==> src/rtl/beep_seq.sv <==
// Segmented two-tone buzzer sequencer: plays SEG_NUM segments of SEG_LEN cycles,
// with the tone of each segment chosen by the mode latched when go is accepted.
//
// state | meaning
// IDLE  | waiting for go; outputs and counters cleared
// PLAY  | sequence running, busy=1
// DONE  | sequence finished, over=1 until go or abort
module beep_seq #(
    parameter int SEG_LEN = 500,
    parameter int SEG_NUM = 10,
    parameter int HALF_A  = 1,
    parameter int HALF_B  = 2,
    localparam int SEG_W  = (SEG_NUM > 1) ? $clog2(SEG_NUM) : 1,
    localparam int LEN_W  = $clog2(SEG_LEN),
    localparam int HMAX   = (HALF_A > HALF_B) ? HALF_A : HALF_B,
    localparam int TW     = (HMAX > 1) ? $clog2(HMAX) : 1
) (
    input  logic             clk,
    input  logic             st,
    input  logic             go,
    input  logic             abort,
    input  logic [1:0]       mode,
    output logic             beep,
    output logic             busy,
    output logic             over,
    output logic [SEG_W-1:0] seg_idx
);

    typedef enum logic [1:0] {IDLE, PLAY, DONE} state_t;

    localparam logic [LEN_W-1:0] LEN_LAST = LEN_W'(SEG_LEN - 1);
    localparam logic [SEG_W-1:0] SEG_LAST = SEG_W'(SEG_NUM - 1);
    localparam logic [TW-1:0]    A_TOP    = TW'(HALF_A - 1);
    localparam logic [TW-1:0]    B_TOP    = TW'(HALF_B - 1);

    state_t           state, state_d;
    logic [LEN_W-1:0] seg_cnt, seg_cnt_d;
    logic [SEG_W-1:0] seg_idx_d;
    logic [TW-1:0]    tone_cnt, tone_d, tone_top;
    logic [1:0]       mode_q, mode_d;
    logic             beep_d, over_d, use_b, tone_on, seg_end;

    // Tone choice for the current segment from the latched mode
    assign use_b    = (mode_q == 2'd2) || ((mode_q == 2'd0) && seg_idx[0]);
    assign tone_on  = !((mode_q == 2'd3) && seg_idx[0]);
    assign tone_top = use_b ? B_TOP : A_TOP;
    assign seg_end  = (seg_cnt == LEN_LAST);
    assign busy     = (state == PLAY);

    always_ff @(posedge clk or negedge st) begin
        if (!st) begin
            state    <= IDLE;
            seg_cnt  <= '0;
            seg_idx  <= '0;
            tone_cnt <= '0;
            beep     <= 1'b0;
            over     <= 1'b0;
            mode_q   <= 2'd0;
        end else begin
            state    <= state_d;
            seg_cnt  <= seg_cnt_d;
            seg_idx  <= seg_idx_d;
            tone_cnt <= tone_d;
            beep     <= beep_d;
            over     <= over_d;
            mode_q   <= mode_d;
        end
    end

    always_comb begin
        state_d   = state;
        seg_cnt_d = seg_cnt;
        seg_idx_d = seg_idx;
        tone_d    = tone_cnt;
        beep_d    = beep;
        over_d    = over;
        mode_d    = mode_q;
        case (state)
            IDLE, DONE: begin
                if (abort) begin
                    state_d = IDLE;
                    over_d  = 1'b0;
                end else if (go) begin
                    state_d   = PLAY;
                    seg_cnt_d = '0;
                    seg_idx_d = '0;
                    tone_d    = '0;
                    beep_d    = 1'b0;
                    over_d    = 1'b0;
                    mode_d    = mode;
                end
            end
            PLAY: begin
                if (abort) begin
                    state_d   = IDLE;
                    seg_cnt_d = '0;
                    seg_idx_d = '0;
                    tone_d    = '0;
                    beep_d    = 1'b0;
                    over_d    = 1'b0;
                end else if (seg_end) begin
                    seg_cnt_d = '0;
                    tone_d    = '0;
                    beep_d    = 1'b0;
                    if (seg_idx == SEG_LAST) begin
                        state_d   = DONE;
                        over_d    = 1'b1;
                        seg_idx_d = '0;
                    end else begin
                        seg_idx_d = seg_idx + SEG_W'(1);
                    end
                end else begin
                    seg_cnt_d = seg_cnt + LEN_W'(1);
                    if (!tone_on) begin
                        tone_d = '0;
                        beep_d = 1'b0;
                    end else if (tone_cnt == tone_top) begin
                        tone_d = '0;
                        beep_d = ~beep;
                    end else begin
                        tone_d = tone_cnt + TW'(1);
                    end
                end
            end
            default: state_d = IDLE;
        endcase
    end

endmodule

==> config.mk <==
export PLATFORM = sky130hd
export DESIGN_NAME = beep_seq
export DESIGN_NICKNAME = d
export VERILOG_FILES = /design/src/rtl/beep_seq.sv
export SDC_FILE = /design/constraint.sdc
export NUM_CORES = 1
export LEC_CHECK = 0
export ABC_AREA = 0
export CELL_PAD_IN_SITES_DETAIL_PLACEMENT = 1
export CELL_PAD_IN_SITES_GLOBAL_PLACEMENT = 1
export CORE_MARGIN = 10
export CORE_UTILIZATION = 45
export DETAILED_ROUTE_END_ITERATION = 8
export PLACE_DENSITY_LB_ADDON = 0.1
export SYNTH_ARGS = -nofsm -noshare
export SYNTH_HDL_FRONTEND = slang
export SYNTH_SLANG_ARGS = --single-unit
==> constraint.sdc <==
create_clock -name clk -period 4.8 [get_ports clk]
set_input_delay 0.96 -clock clk [delete_from_list [all_inputs] [get_ports clk]]
set_output_delay 0.96 -clock clk [all_outputs]
set_load 0.05 [all_outputs]
---- Yosys cells after proc, flatten, opt, wreduce, memory -nomap -nowiden ----
Cells that the tools add are included.
storage, ports and cells
  register bits ........................... 20
  logic and storage cells ................. 73
  output and inout bits ................... 7
  input bits .............................. 6
cells by class
  bitwise logic cells ..................... 2
  equal/unequal tests ..................... 13
  muxes and demuxes ....................... 35
  reductions and logical operators ........ 13
  add/subtract/negate cells ............... 3
operators with widths
  operator                                                                 number
  9-bit 2-to-1 mux                                                         4
  4-bit 2-to-1 mux                                                         5
  9-bit case mux with 2 select lines                                       1
  1-bit 2-to-1 mux                                                         15
  4-bit AND reduction                                                      3
  2-bit 2-to-1 mux                                                         5
  9-bit by 1-bit adder with 9-bit output, second input constant            1
  9-bit == test, second input constant                                     1
  3-bit AND reduction                                                      3
  4-bit case mux with 2 select lines                                       1
  2-bit == test, second input constant                                     3
  3-bit by 2-bit inequality test with 1-bit output, second input constant  2
  1-bit case mux with 2 select lines                                       3
  5-bit by 2-bit inequality test with 1-bit output, second input constant  1
  4-bit by 1-bit adder with 4-bit output, second input constant            1
  4-bit == test, second input constant                                     1
  2-bit logical NOT                                                        2
  2-bit inequality test, second input constant                             2
  2-bit case mux with 2 select lines                                       1
  3-bit inequality test, second input constant                             1
  2-bit by 1-bit == test with 1-bit output, second input constant          1
  1-bit logical AND                                                        2
  1-bit NOT                                                                2
  2-bit nonzero test                                                       1
  4 further kinds                                                          4

---- Logic depth before layout (Yosys ltp) ----
Gate-level depths: netlist of run 1.
  depth in word-level cells ............... 10
  mapped depth ............................ 6
  gate-level depth less buffers ........... 6

---- Worst setup path after synthesis of run 1 ----
OpenSTA, ideal clock, no wires.
  kind .................................... input to register
  start ................................... input go
  end ..................................... register seg_idx[1]
  stages .................................. 4
  library setup time ...................... 0.125 ns
  arrival time ............................ 2.095 ns
  setup slack ............................. 2.581 ns
  required time ........................... 4.675 ns
  cells stage by stage .................... nor3b_2 nor2_2 a21oi_2 mux2_2
on the way
  longest elaborated chain between the ends .. 2
RTL lines
  element                          RTL line  RTL
  start: declaration               20        input logic go,
  2-bit inequality test (no line)  -
  4-bit AND reduction (no line)    -
  end signal: assignment           62        seg_idx <= seg_idx_d;
  end: declaration                 26        output logic [SEG_W-1:0] seg_idx
Every way passes these cells.
A chain may end at the register's enable or synchronous reset.

---- Worst setup path in the final report of run 1 ----
  start ................................... register state[0]
  end ..................................... output busy
on the way
  longest elaborated chain between the ends .. 1
RTL lines
  element                                   RTL line  RTL
  start: declaration                        36        state_t state, state_d;
  start signal: assignment                  60        state <= state_d;
  2-bit by 1-bit == test with 1-bit output  48        assign busy = (state == PLAY);
  end: declaration                          24        output logic busy,
Every way passes these cells.

==> summary.txt, run 1 <==
Clock Path Buffers: 2
Highest Clock Rate: 345 MHz
final worst setup slack: 1.90 ns
max_slew headroom: 38.3%
CTS buffer count: 3
initial DRC count: 26
crit path kind: reg -> out
routed vias/inst: 5.95
CTS Root Cell: clkbuf_4
nets@finish: 136
Mean Syn Cell Area: 9.91 µm²
worst stage delay on the critical path: 0.82 ns
RSZ-0062 raised after global routing: false
die height: 69.2 µm
H-tree Lvls: 1
DRC viols: 0
# rows: 17
sequential-to-total area share from yosys stat: 45.9%
final hold violations: 0
drt total wl: 2690 µm
outcome: finished, final reports clean
Post-synth EDFFs: 0
largest net degree at the start of global routing: 21
pwr dens: 264 mW/mm²
arrival time at the worst endpoint: 1.94 ns
VDD IR max: 0.152 mV
Fin Clk Skew: 0.00191 ns
Worst-Margin Slew: 0.922 ns
vias in the first global route: 978
CP Capture Type: output port
TritonCTS clock tree: done
reg2reg start: state[0]$_DFFE_PN0P_
Final Max Slew Viols: 0
critical-path cell list: nor2b_1, buf_4, clkdlybuf4s50_1
Setup WS pre-CTS: 1.64 ns
Core Area: 0.00225 mm²
DP HPWL: 2000 µm
IO buf count: 12
HP Class: reg -> reg
I/O pin total: 13
Clock Sinks: 20
Async SR Flop Fraction: 100%
worst hold start: over$_DFFE_PN0P_
Final Instance Area: 0.00128 mm²
initial antenna violation count: 0
share of cells above drive strength 1: 9.60%
clock latency on the worst-skew pair: 0.29 ns
Post-CTS Setup Inserts: 0
Post-Syn Area: 0.00109 mm²
wire length per cell: 17.6 µm
post-route ant nets: 0
n_diodes: 0
Synth warnings: 0
maxcap violations: 0
Critical Path RT: 3.84 ns
delay-heaviest family, CP: buffers and inverters
critical path launch point type: flip-flop
Syn Inst Count: 110
FF+latch count, synth: 20
Die ar.: 0.00479 mm²
RR Endpoint: seg_idx[1]$_DFFE_PN0P_
Fillers: 274
clock-pin slew on the worst setup and hold paths: 0.11 ns
detailed-router iteration count before antenna repair: 4
P&R area growth vs syn: 17.5%
R2R depth: 4
CTS resizes: 0
prevailing post-synth register cell: dfrtp_1
setup tns final: 0 ns
Cell variety after synth: 41
Worst Path Buf+Inv: 2
CP max FO: 10
gpl congestion: 0.837
Pleak: 0.542 nW
r2r setup slk: 2.68 ns
commonest non-fill, non-tap cell in the layout: dfrtp_1
GRT overflow: 0
crit share post-route: 60.3%
WHS Path Cells: 2
highest-count cells in the layout ignoring fill and taps: dfrtp_1, clkdlybuf4s50_1, nor2_1
total global-route track usage: 11.2%
setup violators final: 0
fin crit period: 2.90 ns
dpl cell area: 0.00124 mm²
slowest stage cell, crit path: clkdlybuf4s50_1
first-pass GRT wire length: 4670 µm
initial core utilization: 48.3%
Worst Hold Path EP: over$_DFFE_PN0P_
die width: 69.2 µm
cts-stage hold buffer count: 0
Vias: 910
syn_nets: 120
-- final cells by class --
cell class | count | area (µm²) | area share, %
clock buffer | 4 | 36.3 | 2.83
inverter | 3 | 11.3 | 0.880
multi-input combinational | 85 | 569 | 44.5
sequential | 20 | 500 | 39.1
tap | 28 | 35.0 | 2.74
timing repair buffer | 13 | 128 | 9.97
-- power breakdown --
part           switching (mW)  total (mW)  internal, mW
logic                  0.0327      0.0557        0.0230
registers             0.00912       0.186         0.177
clock network          0.0502      0.0964        0.0462
total                  0.0921       0.339         0.246
-- per-layer routing --
| metal | wire (µm) | share of wire [%] | vias up | global-route usage [%] |
|---|---|---|---|---|
| met5 | 0 | 0 | - | 0 |
| met4 | 33 | 1.2 | 0 | 4.43 |
| met3 | 85 | 3.2 | 4 | 2.43 |
| met2 | 1260 | 47 | 15 | 18.0 |
| met1 | 1310 | 49 | 453 | 14.0 |
| li1 | - | - | 438 | - |
-- flip-flops by register name, summed over array words and instances, names as in the netlist --
name,flops
tone_cnt,1
beep,1
mode_q,2
seg_cnt,9
over,1
state,2
seg_idx,4
-- kinds of logic after synthesis --
kind of cell,count (synthesis),synth area share [%]
muxes,4,4.02
DFF,20,45.9
adders and majority gates,4,4.59
AOI/OAI and AO/OA,24,14.1
xor gates and xnor gates,5,4.02
and+or+nand+nor,48,25.5
buffers and inverters,5,1.84
-- worst max path at each step --
stage	from	end	slack, ns	cells after the start
global route	state[0]$_DFFE_PN0P_	busy	1.79	3
detailed placement	abort	seg_idx[1]$_DFFE_PN0P_	1.64	5
finish	state[0]$_DFFE_PN0P_	busy	1.90	3
global placement	abort	seg_idx[1]$_DFFE_PN0P_	1.71	5
CTS	state[0]$_DFFE_PN0P_	busy	1.88	3
floorplan	go	seg_idx[1]$_DFFE_PN0P_	2.58	4
-- through the flow --
stage                     power [mW]  instances  util, %  hold slack, ns
after floorplan                0.221        110        -           0.450
after global placement         0.241        149     55.2           0.467
after detailed placement       0.246        149     55.2           0.478
after CTS                      0.345        153     56.8           0.505
after global routing           0.356        153     56.8           0.546
final                          0.339        153     56.8           0.494
-- tightest hold or removal path, delay by kind of cell (launching register included) --
kind | cells | cell delay [ns]
AOI/OAI and AO/OA | 1 | 0.06
DFF | 1 | 0.36
and+or+nand+nor | 1 | 0.05
-- Yosys cell counts (all sizes together) (2+ instances only) --
master / instances / share of area (%)
a21oi: 6 / 3.1
and4: 2 / 1.6
dfrtp: 20 / 46
ha: 4 / 4.6
inv: 3 / 1.0
mux2: 3 / 3.1
nand2: 9 / 3.1
nand3: 6 / 2.8
nand4: 2 / 1.1
nor2: 12 / 4.4
nor2b: 2 / 1.1
nor3b: 2 / 1.8
o2111ai: 2 / 1.6
o211ai: 3 / 2.1
o21ai: 7 / 3.2
xor2: 5 / 4.0
Power figures use the tool's default switching activity.
==> run 2, diff against run 1 <==
Settings changed: CORE_UTILIZATION 45 to 38.
Clock period 4.8 ns to 2.4 ns, I/O delays scaled along.
==> summary.txt, run 2 (synthesis results as in run 1) <==
outcome: finished, final reports clean
nets@finish: 141 (+3.7%)
maxcap violations: 0 (unchanged)
VDD IR max: 0.280 mV (+84%)
area occupied by multi-input gates: 569 µm² (unchanged)
Highest Clock Rate: 460 MHz
Largest register FFs: 9 (unchanged)
DRC viols: 0 (unchanged)
share of cells above drive strength 1: 13.8% (+4.2 points)
RSZ-0062 raised after global routing: false
P&R area growth vs syn: 22.2%
commonest non-fill, non-tap cell in the layout: dfrtp_1
total power: 0.698 mW (+110%)
register bank with the most flops: seg_cnt
Core Area: 0.00276 mm² (+22%)
sequential cell area: 500 µm² (unchanged)
pwr dens: 525 mW/mm² (+98%)
crit path kind: reg -> out
vias in the first global route: 926 (-5.3%)
Fillers: 330 (+20%)
n_diodes: 0 (unchanged)
clock-pin slew on the worst setup and hold paths: 0.12 ns (about the same)
final hold violations: 0 (unchanged)
GRT overflow: 0 (unchanged)
CTS resizes: 0 (unchanged)
initial core utilization: 39.5% (-8.8 points)
first-pass GRT wire length: 4570 µm (-2.1%)
Fin Clk Skew: 0.00379 ns (+0.00188 ns)
Critical Path RT: 1.92 ns (-1.92 ns)
drt total wl: 2710 µm (+0.74%)
setup tns final: 0 ns (unchanged)
CTS Root Cell: clkbuf_4
arrival time at the worst endpoint: 1.69 ns (-0.25 ns)
Post-CTS Setup Inserts: 0 (unchanged)
Final Max Slew Viols: 0 (unchanged)
highest-count cells in the layout ignoring fill and taps: dfrtp_1, nor2_1, clkdlybuf4s50_1
CTS buffer count: 3 (unchanged)
post-route ant nets: 0 (unchanged)
HP Class: reg -> reg
CP max FO: 7 (-3)
CP Capture Type: output port
clock latency on the worst-skew pair: 0.31 ns (+0.02 ns)
detailed-router iteration count before antenna repair: 4 (unchanged)
initial antenna violation count: 0 (unchanged)
Worst-Margin Slew: 0.595 ns (-0.328 ns)
Placed Instances: 157 (+5.4%)
max_slew headroom: 60.3% (+22 points)
total global-route track usage: 10.7% (-0.55 points)
IO buf count: 12 (unchanged)
biggest regs: seg_cnt: 9 flops, seg_idx: 4 flops
dpl cell area: 0.00129 mm² (+4.1%)
DP HPWL: 1990 µm (-0.29%)
crit share post-route: 90.6%
Clock Sinks: 20 (unchanged)
wire length per cell: 16.8 µm (-4.3%)
Pleak: 0.572 nW (+5.6%)
gpl congestion: 0.769 (-8.1%)
die width: 73.6 µm (+6.3%)
Final Instance Area: 0.00133 mm² (+4.0%)
TritonCTS clock tree: done
routed vias/inst: 5.74 (-3.5%)
Die ar.: 0.00541 mm² (+13%)
setup violators final: 0 (unchanged)
initial DRC count: 24 (-7.7%)
Vias: 924 (+1.5%)
Clock Path Buffers: 2 (unchanged)
WHS: 0.499 ns (+0.00429 ns)
critical path launch point type: flip-flop
die height: 73.6 µm (+6.3%)
cts-stage hold buffer count: 0 (unchanged)
# rows: 19 (+2)
H-tree Lvls: 1 (unchanged)
fin crit period: 2.17 ns
I/O pin total: 13 (unchanged)
largest net degree at the start of global routing: 21 (unchanged)
fin cells: 161 (+5.2%)
==> run 2: cell count changes in the layout (fill, tap and decap cells not counted) <==
| cell | delta |
|---|---|
| buf_4 | +5 |
| buf_12 | +1 |
| clkdlybuf4s50_1 | -1 |
==> run 2: metal layers <==
layer | track usage, % | wire length [µm] | share of wire [%] | vias to the layer above
met1 | 13.4 | 1290 | 48 | 459
met5 | 0 | 0 | 0 | -
met2 | 16.8 | 1230 | 45 | 12
met4 | 4.97 | 40 | 1.5 | 0
li1 | - | - | - | 449
met3 | 2.42 | 149 | 5.5 | 4
==> run 2: worst paths after layout <==
path	from	end	slack [ns]	cells after the start
hold reg to reg	tone_cnt$_DFFE_PN0P_	tone_cnt$_DFFE_PN0P_	0.50	2
max in group asynchronous	st	seg_cnt[4]$_DFFE_PN0P_	1.68	2
setup / recovery	state[0]$_DFFE_PN0P_	busy	0.23	3
min in group asynchronous	st	seg_idx[0]$_DFFE_PN0P_	0.51	2
setup reg to reg	state[0]$_DFFE_PN0P_	seg_cnt[8]$_DFFE_PN0P_	0.58	4
hold / removal	tone_cnt$_DFFE_PN0P_	tone_cnt$_DFFE_PN0P_	0.50	2
==> run 2: stage by stage <==
| stage | setup slack (ns) | util, % |
|---|---|---|
| 6_report | 0.225 | 48.3 |
| 5_1_grt | 0.139 | 48.3 |
| 4_1_cts | 0.229 | 48.3 |
| 3_5_place_dp | 0.221 | 47.0 |
| 3_3_place_gp | 0.263 | 47.0 |
| 2_1_floorplan | 0.661 | - |
==> run 2: critical path: stages (launching register included) <==
cell and delay [ns]:
dfrtp_1 0.46, nor2b_1 0.53, buf_4 0.26, buf_12 0.14
==> run 2: final cells by class <==
cell class	count	area share (%)
multi-input cells	85	42.8
flip-flops and latches	20	37.6
repair buffers	18	13.2
well taps	31	2.91
clock buffers	4	2.73
inverters	3	0.846
==> run 2: report_power, final <==
part / switching (mW) / internal, mW
clock: 0.113 / 0.0926
combinational: 0.0654 / 0.0555
sequential: 0.0175 / 0.355
